<file path="src/rtl/spi_pkg.sv">
// Shared constants and helpers for the SPI responder.
package spi_pkg;

  // SPI mode 0: SCLK idles low, data sampled on the rising edge.
  localparam bit Cpol = 1'b0;
  localparam bit Cpha = 1'b0;

  localparam int unsigned DefaultDataWidth = 8;
  localparam logic [DefaultDataWidth-1:0] DefaultIdleWord = '1;

  // Bits needed to count 0..value-1; never less than one.
  function automatic int unsigned clog2(input int unsigned value);
    int unsigned result;
    result = 0;
    for (int i = 0; i < 31; i++) begin
      if ((32'd1 << i) < value) begin
        result = i + 1;
      end
    end
    return (result == 0) ? 1 : result;
  endfunction

endpackage

</file>
<file path="src/rtl/spi_slave_responder_if.sv">
// SPI pins plus the RX/TX word streams and status pulses of the responder.
interface spi_slave_responder_if import spi_pkg::*; #(
  parameter int unsigned DATA_WIDTH = DefaultDataWidth
);

  logic                  io_spi_sclk;
  logic                  io_spi_ss;
  logic                  io_spi_mosi;
  logic                  io_spi_miso_write;
  logic                  io_spi_miso_writeEnable;
  logic                  io_rx_valid;
  logic                  io_rx_ready;
  logic [DATA_WIDTH-1:0] io_rx_payload;
  logic                  io_tx_valid;
  logic                  io_tx_ready;
  logic [DATA_WIDTH-1:0] io_tx_payload;
  logic                  io_active;
  logic                  io_overrun;
  logic                  io_underrun;

  modport slave (
    input  io_spi_sclk, io_spi_ss, io_spi_mosi, io_rx_ready, io_tx_valid, io_tx_payload,
    output io_spi_miso_write, io_spi_miso_writeEnable, io_rx_valid, io_rx_payload,
           io_tx_ready, io_active, io_overrun, io_underrun
  );

  modport master (
    output io_spi_sclk, io_spi_ss, io_spi_mosi, io_rx_ready, io_tx_valid, io_tx_payload,
    input  io_spi_miso_write, io_spi_miso_writeEnable, io_rx_valid, io_rx_payload,
           io_tx_ready, io_active, io_overrun, io_underrun
  );

endinterface

</file>
<file path="src/rtl/spi_sync_vec.sv">
// Multi-stage synchronizer for a vector of asynchronous pins, with edge detection
// against one extra delay flop behind the last stage.
module spi_sync_vec #(
  parameter int unsigned Width  = 3,
  parameter int unsigned Stages = 2
) (
  input  logic             clk_i,
  input  logic             rst_i,
  input  logic [Width-1:0] d_i,
  output logic [Width-1:0] q_o,
  output logic [Width-1:0] rise_o,
  output logic [Width-1:0] fall_o
);

  // Index 0 is the first (newest) stage.
  logic [Stages-1:0][Width-1:0] sync_q;
  logic [Width-1:0]             dly_q;

  // Shift the pins through the synchronizer chain and the edge-detect delay flop.
  always_ff @(posedge clk_i) begin
    if (rst_i) begin
      sync_q <= '0;
      dly_q  <= '0;
    end else begin
      sync_q <= {sync_q[Stages-2:0], d_i};
      dly_q  <= sync_q[Stages-1];
    end
  end

  assign q_o    = sync_q[Stages-1];
  assign rise_o = sync_q[Stages-1] & ~dly_q;
  assign fall_o = ~sync_q[Stages-1] & dly_q;

endmodule

</file>
<file path="src/rtl/spi_slave_responder.sv">
// SPI mode-0 slave: oversampled pins, RX words out on a valid/ready stream,
// TX words from a single-entry holding register fed by a second stream.
module spi_slave_responder import spi_pkg::*; #(
  parameter int unsigned         DATA_WIDTH  = DefaultDataWidth,
  parameter int unsigned         SYNC_STAGES = 2,
  parameter logic [DATA_WIDTH-1:0] IDLE_WORD = '1
) (
  input logic                  io_sys_clock,
  input logic                  io_sys_reset,
  spi_slave_responder_if.slave bus_io
);

  localparam int unsigned CntWidth = clog2(DATA_WIDTH);
  localparam logic [CntWidth-1:0] LastBit = CntWidth'(DATA_WIDTH - 1);

  logic [2:0] sync_q, sync_rise, sync_fall;

  spi_sync_vec #(
    .Width  (3),
    .Stages (SYNC_STAGES)
  ) u_sync (
    .clk_i  (io_sys_clock),
    .rst_i  (io_sys_reset),
    .d_i    ({bus_io.io_spi_sclk, bus_io.io_spi_ss, bus_io.io_spi_mosi}),
    .q_o    (sync_q),
    .rise_o (sync_rise),
    .fall_o (sync_fall)
  );

  logic sclk_rise, sclk_fall, ss_rise, ss_fall, mosi_s;
  logic sample_edge, shift_edge;
  logic unused_sync;

  assign sclk_rise   = sync_rise[2];
  assign sclk_fall   = sync_fall[2];
  assign ss_rise     = sync_rise[1];
  assign ss_fall     = sync_fall[1];
  assign mosi_s      = sync_q[0];
  assign unused_sync = ^{sync_q[2:1], sync_rise[0], sync_fall[0]};

  // Mode 0 samples on the leading (rising) edge and shifts on the trailing edge.
  assign sample_edge = (Cpol == Cpha) ? sclk_rise : sclk_fall;
  assign shift_edge  = (Cpol == Cpha) ? sclk_fall : sclk_rise;

  logic                  active_q, active_d;
  logic [CntWidth-1:0]   bit_cnt_q, bit_cnt_d;
  logic [DATA_WIDTH-2:0] rx_shift_q, rx_shift_d;
  logic [DATA_WIDTH-1:0] tx_shift_q, tx_shift_d;
  logic [DATA_WIDTH-1:0] hold_q, hold_d;
  logic                  hold_valid_q, hold_valid_d;
  logic                  rx_valid_q, rx_valid_d;
  logic [DATA_WIDTH-1:0] rx_payload_q, rx_payload_d;
  logic                  miso_q, miso_d;
  logic                  miso_oe_q, miso_oe_d;
  logic                  overrun_q, overrun_d;
  logic                  underrun_q, underrun_d;
  logic                  load;
  logic [DATA_WIDTH-1:0] rx_word;

  // Frame control, shift registers, RX stream and TX holding register next state.
  always_comb begin
    active_d     = active_q;
    bit_cnt_d    = bit_cnt_q;
    rx_shift_d   = rx_shift_q;
    tx_shift_d   = tx_shift_q;
    hold_d       = hold_q;
    hold_valid_d = hold_valid_q;
    rx_valid_d   = rx_valid_q;
    rx_payload_d = rx_payload_q;
    miso_d       = miso_q;
    miso_oe_d    = miso_oe_q;
    overrun_d    = 1'b0;
    underrun_d   = 1'b0;
    load         = 1'b0;
    rx_word      = {rx_shift_q, mosi_s};

    if (rx_valid_q && bus_io.io_rx_ready) begin
      rx_valid_d = 1'b0;
    end

    if (ss_fall) begin
      active_d   = 1'b1;
      bit_cnt_d  = '0;
      rx_shift_d = '0;
      load       = 1'b1;
    end else if (ss_rise) begin
      // Any partial word is simply abandoned; the holding register is untouched.
      active_d  = 1'b0;
      bit_cnt_d = '0;
      miso_oe_d = 1'b0;
      miso_d    = 1'b0;
    end else if (active_q) begin
      if (sample_edge) begin
        rx_shift_d = rx_word[DATA_WIDTH-2:0];
        if (bit_cnt_q == LastBit) begin
          bit_cnt_d = '0;
          // A word consumed this very cycle frees the slot for the new one.
          if (!rx_valid_q || bus_io.io_rx_ready) begin
            rx_payload_d = rx_word;
            rx_valid_d   = 1'b1;
          end else begin
            overrun_d = 1'b1;
          end
        end else begin
          bit_cnt_d = bit_cnt_q + 1'b1;
        end
      end else if (shift_edge) begin
        if (bit_cnt_q != '0) begin
          tx_shift_d = tx_shift_q << 1;
          miso_d     = tx_shift_q[DATA_WIDTH-2];
        end else begin
          load = 1'b1;
        end
      end
    end

    // Load sees the holding register as it was at the start of the cycle.
    if (load) begin
      miso_oe_d = 1'b1;
      if (hold_valid_q) begin
        tx_shift_d   = hold_q;
        hold_valid_d = 1'b0;
      end else begin
        tx_shift_d = IDLE_WORD;
        underrun_d = 1'b1;
      end
      miso_d = tx_shift_d[DATA_WIDTH-1];
    end

    if (bus_io.io_tx_valid && !hold_valid_q) begin
      hold_d       = bus_io.io_tx_payload;
      hold_valid_d = 1'b1;
    end
  end

  // State registers with synchronous reset.
  always_ff @(posedge io_sys_clock) begin
    if (io_sys_reset) begin
      active_q     <= 1'b0;
      bit_cnt_q    <= '0;
      rx_shift_q   <= '0;
      tx_shift_q   <= '0;
      hold_q       <= '0;
      hold_valid_q <= 1'b0;
      rx_valid_q   <= 1'b0;
      rx_payload_q <= '0;
      miso_q       <= 1'b0;
      miso_oe_q    <= 1'b0;
      overrun_q    <= 1'b0;
      underrun_q   <= 1'b0;
    end else begin
      active_q     <= active_d;
      bit_cnt_q    <= bit_cnt_d;
      rx_shift_q   <= rx_shift_d;
      tx_shift_q   <= tx_shift_d;
      hold_q       <= hold_d;
      hold_valid_q <= hold_valid_d;
      rx_valid_q   <= rx_valid_d;
      rx_payload_q <= rx_payload_d;
      miso_q       <= miso_d;
      miso_oe_q    <= miso_oe_d;
      overrun_q    <= overrun_d;
      underrun_q   <= underrun_d;
    end
  end

  assign bus_io.io_spi_miso_write       = miso_q;
  assign bus_io.io_spi_miso_writeEnable = miso_oe_q;
  assign bus_io.io_rx_valid             = rx_valid_q;
  assign bus_io.io_rx_payload           = rx_payload_q;
  assign bus_io.io_tx_ready             = ~hold_valid_q;
  assign bus_io.io_active               = active_q;
  assign bus_io.io_overrun              = overrun_q;
  assign bus_io.io_underrun             = underrun_q;

endmodule

</file>
<file path="src/flat_wrapper.sv">
// flat-port wrapper written by rule: the top's interface ports become plain ports
module spi_slave_responder_flat import spi_pkg::*;
#(
  parameter int unsigned         DATA_WIDTH  = DefaultDataWidth,
  parameter int unsigned         SYNC_STAGES = 2,
  parameter logic [DATA_WIDTH-1:0] IDLE_WORD = '1
)
  (io_sys_clock, io_sys_reset, bus_io_io_spi_sclk, bus_io_io_spi_ss, bus_io_io_spi_mosi, bus_io_io_rx_ready, bus_io_io_tx_valid, bus_io_io_tx_payload, bus_io_io_spi_miso_write, bus_io_io_spi_miso_writeEnable, bus_io_io_rx_valid, bus_io_io_rx_payload, bus_io_io_tx_ready, bus_io_io_active, bus_io_io_overrun, bus_io_io_underrun);
  spi_slave_responder_if #(.DATA_WIDTH(DATA_WIDTH)) bus_io_i ();
  input logic io_sys_clock;
  input logic io_sys_reset;
  input wire logic [$bits(bus_io_i.io_spi_sclk)-1:0] bus_io_io_spi_sclk;
  input wire logic [$bits(bus_io_i.io_spi_ss)-1:0] bus_io_io_spi_ss;
  input wire logic [$bits(bus_io_i.io_spi_mosi)-1:0] bus_io_io_spi_mosi;
  input wire logic [$bits(bus_io_i.io_rx_ready)-1:0] bus_io_io_rx_ready;
  input wire logic [$bits(bus_io_i.io_tx_valid)-1:0] bus_io_io_tx_valid;
  input wire logic [$bits(bus_io_i.io_tx_payload)-1:0] bus_io_io_tx_payload;
  output wire logic [$bits(bus_io_i.io_spi_miso_write)-1:0] bus_io_io_spi_miso_write;
  output wire logic [$bits(bus_io_i.io_spi_miso_writeEnable)-1:0] bus_io_io_spi_miso_writeEnable;
  output wire logic [$bits(bus_io_i.io_rx_valid)-1:0] bus_io_io_rx_valid;
  output wire logic [$bits(bus_io_i.io_rx_payload)-1:0] bus_io_io_rx_payload;
  output wire logic [$bits(bus_io_i.io_tx_ready)-1:0] bus_io_io_tx_ready;
  output wire logic [$bits(bus_io_i.io_active)-1:0] bus_io_io_active;
  output wire logic [$bits(bus_io_i.io_overrun)-1:0] bus_io_io_overrun;
  output wire logic [$bits(bus_io_i.io_underrun)-1:0] bus_io_io_underrun;
  assign bus_io_i.io_spi_sclk = bus_io_io_spi_sclk;
  assign bus_io_i.io_spi_ss = bus_io_io_spi_ss;
  assign bus_io_i.io_spi_mosi = bus_io_io_spi_mosi;
  assign bus_io_i.io_rx_ready = bus_io_io_rx_ready;
  assign bus_io_i.io_tx_valid = bus_io_io_tx_valid;
  assign bus_io_i.io_tx_payload = bus_io_io_tx_payload;
  assign bus_io_io_spi_miso_write = bus_io_i.io_spi_miso_write;
  assign bus_io_io_spi_miso_writeEnable = bus_io_i.io_spi_miso_writeEnable;
  assign bus_io_io_rx_valid = bus_io_i.io_rx_valid;
  assign bus_io_io_rx_payload = bus_io_i.io_rx_payload;
  assign bus_io_io_tx_ready = bus_io_i.io_tx_ready;
  assign bus_io_io_active = bus_io_i.io_active;
  assign bus_io_io_overrun = bus_io_i.io_overrun;
  assign bus_io_io_underrun = bus_io_i.io_underrun;
  spi_slave_responder #(.DATA_WIDTH(DATA_WIDTH), .SYNC_STAGES(SYNC_STAGES), .IDLE_WORD(IDLE_WORD)) u_core (.io_sys_clock(io_sys_clock), .io_sys_reset(io_sys_reset), .bus_io(bus_io_i));
endmodule
</file>
<file path="config.mk">
export PLATFORM = sky130hd
export DESIGN_NAME = spi_slave_responder_flat
export DESIGN_NICKNAME = d
export VERILOG_FILES = /design/src/rtl/spi_pkg.sv /design/src/rtl/spi_slave_responder_if.sv /design/src/rtl/spi_sync_vec.sv /design/src/rtl/spi_slave_responder.sv /design/src/flat_wrapper.sv
export SDC_FILE = /design/constraint.sdc
export NUM_CORES = 1
export LEC_CHECK = 0
export ABC_AREA = 1
export ABC_CLOCK_PERIOD_IN_PS = 4550
export BUFFER_PORTS_ARGS = -buffer_cell sky130_fd_sc_hd__buf_2
export CAP_MARGIN = 25
export CORE_ASPECT_RATIO = 1.1
export CORE_MARGIN = 2
export CORE_UTILIZATION = 60
export CTS_CLUSTER_SIZE = 24
export DETAILED_ROUTE_END_ITERATION = 6
export GPL_TIMING_DRIVEN = 1
export PLACE_DENSITY_LB_ADDON = 0.15
export SLEW_MARGIN = 25
export SYNTH_ARGS = -nofsm -noshare
export SYNTH_HDL_FRONTEND = slang
export SYNTH_HIERARCHICAL = 1
export SYNTH_SLANG_ARGS = --single-unit
</file>
<file path="constraint.sdc">
create_clock -name io_sys_clock -period 4.55 [get_ports io_sys_clock]
set_clock_uncertainty 0.1 [all_clocks]
set_input_delay 0.91 -clock io_sys_clock [delete_from_list [all_inputs] [get_ports io_sys_clock]]
set_output_delay 0.91 -clock io_sys_clock [all_outputs]
set_load 0.01 [all_outputs]
</file>
# ---- Word-level counts from Yosys, hierarchy flattened
# Cells that the tools add are included.
# Widths: inputs -> output; s select.
dict set report classes {
  n_addsub 1
  n_mul 0
  n_div 0
  n_lt_le_gt_ge 0
  n_eq_ne 5
  shifts 0
  n_mux 37
  bitwise 11
  n_reduce_logical 25
}
# cell count
set op_table {}
lappend op_table {{$mux 7} 7}
lappend op_table {{$mux 1} 28}
lappend op_table {{$reduce_and 6->1} 2}
lappend op_table {{$reduce_bool 2->1} 6}
lappend op_table {{$reduce_bool 3->1} 4}
lappend op_table {{$mux 8} 1}
lappend op_table {{$not 1->1} 7}
lappend op_table {{$and 3x3->3} 2}
lappend op_table {{$ne 2x2->1 const B} 3}
lappend op_table {{$not 3->3} 2}
lappend op_table {{$reduce_or 6->1} 1}
lappend op_table {{$reduce_and 5->1} 1}
lappend op_table {{$reduce_and 2->1} 2}
lappend op_table {{$reduce_or 2->1} 2}
lappend op_table {{$add 3x1->3 const B} 1}
lappend op_table {{$eq 3x3->1 const B} 1}
lappend op_table {{$mux 3} 1}
lappend op_table {{$ne 3x3->1 const B} 1}
lappend op_table {{$reduce_and 3->1} 1}
lappend op_table {{$reduce_or 3->1} 1}
lappend op_table {{$logic_and 1x1->1} 2}
lappend op_table {{$logic_not 1->1} 2}
lappend op_table {{$logic_or 1x1->1} 1}
dict set report totals {
  reg_bits 49
  latchBits 0
  ram_bits 0
  mem_bits_ro 0
  elab_cells 94
  n_memories 0
}

# ---- Logic depth before layout (Yosys ltp)
dict set report depth {
  depth_word 9
  mapped_depth 11
  depth_no_buf 11
}

# ---- By module
# Netlist, hierarchy kept.
# module n_inst cells_per_inst area_each_um2 seq_area_each_um2
set modules_own_cells {}
lappend modules_own_cells {spi_slave_responder 1 219 1689.1 800.8}
lappend modules_own_cells {spi_sync_vec 1 40 315.3 180.2}

# ---- Worst setup path before layout
# No wires, ideal clock.
dict set report synth_path {
  path_type {input-to-reg}
  startpoint {input bus_io_io_rx_ready}
  endpoint {register u_core.rx_payload_q[5], in the netlist u_core/bus_io.io_rx_payload[5]}
  setup_ps 116
  arrival_time_ps 1574
  required_time_ps 4334
  path_slack_ps 2760
  cell_stages 5
  n_path_buf 1
  cell_sequence {nor2_1 nor2_8 buf_12 o21ai_2 a21oi_2}
}
dict set report synth_via {
  elab_chain_len 2
}
# element line
set synth_rtl {}
lappend synth_rtl {{from (decl)} flat_wrapper.sv:15} ;# input wire logic [$bits(bus_io_i.io_rx_ready)-1:0] bus_io_io_rx_ready;
lappend synth_rtl {{$logic_or 1x1->1} spi_slave_responder.sv:98} ;# if (!rx_valid_q || bus_io.io_rx_ready) begin
lappend synth_rtl {{$reduce_and 6->1 (no line)} -}
lappend synth_rtl {{to (signal assigned)} spi_slave_responder.sv:159} ;# rx_payload_q <= rx_payload_d;
lappend synth_rtl {{to (decl)} spi_slave_responder.sv:52} ;# logic [DATA_WIDTH-1:0] rx_payload_q, rx_payload_d;
# No other way between the ends.
# A chain may end at the register's enable or synchronous reset.

# ---- Worst setup path after layout
dict set report layout_path {
  startpoint {register u_core.hold_valid_q}
  endpoint {output bus_io_io_tx_ready}
}
dict set report layout_via {
  elab_chain_len 1
}
# element line
set layout_rtl {}
lappend layout_rtl {{from (decl)} spi_slave_responder.sv:50} ;# logic hold_valid_q, hold_valid_d;
lappend layout_rtl {{from (signal assigned)} spi_slave_responder.sv:157} ;# hold_valid_q <= hold_valid_d;
lappend layout_rtl {{$not 1->1} spi_slave_responder.sv:171} ;# assign bus_io.io_tx_ready = ~hold_valid_q;
lappend layout_rtl {{to (decl)} flat_wrapper.sv:22} ;# output wire logic [$bits(bus_io_i.io_tx_ready)-1:0] bus_io_io_tx_ready;
# No other way between the ends.

==> run metrics <==
outcome finished, final reports clean; setup TNS 0 ns; r2r worst-path depth 9; I/O pin count 30; Hold WS 0.3109 ns; total CTS buffers 5; routability cong. 0.8515; area grow syn2layout 9.622%; CTS Sinks 48; Slew HR 60.58%; largest net degree at the start of global routing 26; Post-CTS Hold Fix Bufs 0; DRC 0; # Max-Cap Violations 0; Inserted Diodes 0; FMAX 495.8 MHz; CTS H-tree lvls 2; # Post-CTS Setup Buffers 0; pwr dens 325.2 nW/um^2; Mapped Cells 251; final wirelength 3443 um; Buf/Inv on CP 2; Final Cycle Share 44.33%; Clock Latency Late Sink 0.36 ns; Period minus WS final 2.017 ns; CTS root buf clkbuf_4; RSZ-0062 raised after global routing false; die width 58.37 um; Clock Path Buffers 2; Syn Nets 269; Core Box Area 3074 um^2; # setup viols final 0; Req. time, crit path 3.54 ns; Slew Limit Fails 0; startpoint types register; hold worst-path end u_core/u_sync/q_o[2]$_SDFF_PP0_; nets 299; Via density 5.009; FF-to-FF setup slack 2.62 ns; CTS tree yes; Routed WL per cell 10.90 um; full die area 3724 um^2; Post-DRT Antenna Nets 0; Critical Path, Cell by Cell inv_2 -> buf_2; type of the tightest min-delay check reg -> reg; FILL cells 274; Hold Startpoint u_core/u_sync/sync_q[2]$_SDFF_PP0_; hold depth 2; Clock Pin Slew Worst Setup and Hold Paths 0.13 ns; Via Count 1583; vias in the first global route 1452; first drt pass iteration count 4; Crit. End Element output pin; crit-path max cell delay 0.36 ns; Initial Util 63.45%; worst ir drop on vdd 293.2 uV; delay-heaviest family, CP flip-flops; CP max-delay cell dfxtp_1; first-pass GRT wire length 6044 um; CP max FO 10; most frequent cells in the layout nor2_1, dfxtp_1, inv_1; antenna violations before repair 0; CP Class reg -> out; CP arrival 1.01 ns; Worst Tran Pin Value 0.5891 ns; area of the mapped netlist 1951 um^2; Yosys Warn Count 6; Avg Cell Area, Syn 7.771 um^2; Site Rows 21; Total Routing Usage GR 21.11%; post-CTS sizing 0; port bufs 29; reg2reg end u_core/tx_shift_q[5]$_SDFFE_PP0P_; Final HPWL DP 2467 um; Leakage 1.064 nW; share of layout cells above drive strength 1 20.21%; Fin. Hold Viols 0; commonest non-fill, non-tap cell in the layout nor2_1; worst r2r src u_core/u_sync/q_o[1]$_SDFF_PP0_; GRT overflow 0; Die Y 63.80 um; initial DRC count 58
[sequential cells by signal, indices dropped and copies added (netlist names)]
signal                                 cells
u_core/tx_shift_q                          7
u_core/bus_io.io_active                    1
u_core/rx_shift_q                          7
u_core/hold_valid_q                        1
u_core/bus_io.io_rx_payload                8
u_core/bus_io.io_rx_valid                  1
u_core/bus_io.io_spi_miso_write            1
u_core/u_sync/q_o                          3
u_core/bus_io.io_spi_miso_writeEnable      1
u_core/u_sync/sync_q                       3
u_core/u_sync/dly_q                        2
u_core/hold_q                              8
u_core/bit_cnt_q                           3
u_core/bus_io.io_underrun                  1
u_core/bus_io.io_overrun                   1
[tightest hold or removal path: cells and delay by family (launching register included)]
family / cells / cell delay [ns]
AND/OR/NAND/NOR: 1 / 0.03
buffers and inverters: 1 / 0.04
flip-flops: 1 / 0.32
[cell type report]
type	count	area, um^2	area share [%]
Clock buffer	8	58.81	2.750
Timing Repair Buffer	29	145.1	6.788
Tap cell	34	42.54	1.989
Sequential cell	48	960.9	44.94
Inverter	43	161.4	7.548
Multi-Input combinational cell	154	769.5	35.99
[report_power, final]
group	total (mW)	switching [mW]	internal (mW)
Clock	0.201	0.125	0.0765
Combinational	0.0527	0.0332	0.0195
Sequential	0.441	0.00723	0.434
Total	0.695	0.165	0.530
[through the flow]
step | setup WS, ns | utilization (%) | area, um^2 | power, mW | std cells
2_1_floorplan | 2.760 | - | 1951 | 0.4886 | 251
3_3_place_gp | 2.523 | 67.64 | 2079 | 0.5021 | 308
3_5_place_dp | 2.426 | 67.64 | 2079 | 0.5039 | 308
4_1_cts | 2.522 | 69.56 | 2138 | 0.7017 | 316
5_1_grt | 2.403 | 69.56 | 2138 | 0.7323 | 316
6_report | 2.533 | 69.56 | 2138 | 0.6954 | 316
[worst max path at each step]
stage | start | endpoint | depth (start not counted) | slack (ns)
final | u_core/hold_valid_q$_SDFFE_PP0P_ | bus_io_io_tx_ready | 2 | 2.53
after global placement | io_sys_reset | u_core/bit_cnt_q[2]$_SDFFE_PP0P_ | 6 | 2.52
after CTS | u_core/hold_valid_q$_SDFFE_PP0P_ | bus_io_io_tx_ready | 2 | 2.52
after global routing | u_core/u_sync/q_o[1]$_SDFF_PP0_ | u_core/tx_shift_q[5]$_SDFFE_PP0P_ | 9 | 2.40
after detailed placement | io_sys_reset | u_core/bit_cnt_q[0]$_SDFFE_PP0P_ | 6 | 2.43
after floorplan | bus_io_io_rx_ready | u_core/bus_io.io_rx_payload[5]$_SDFFE_PP0P_ | 5 | 2.76
[routing by layer]
layer / track usage (%) / share of wire [%]
met1: 24.52 / 45
met3: 5.870 / 4.2
met4: 9.302 / 2.0
met5: 0 / 0
met2: 35.53 / 48
(Power assumes the default switching activity.)
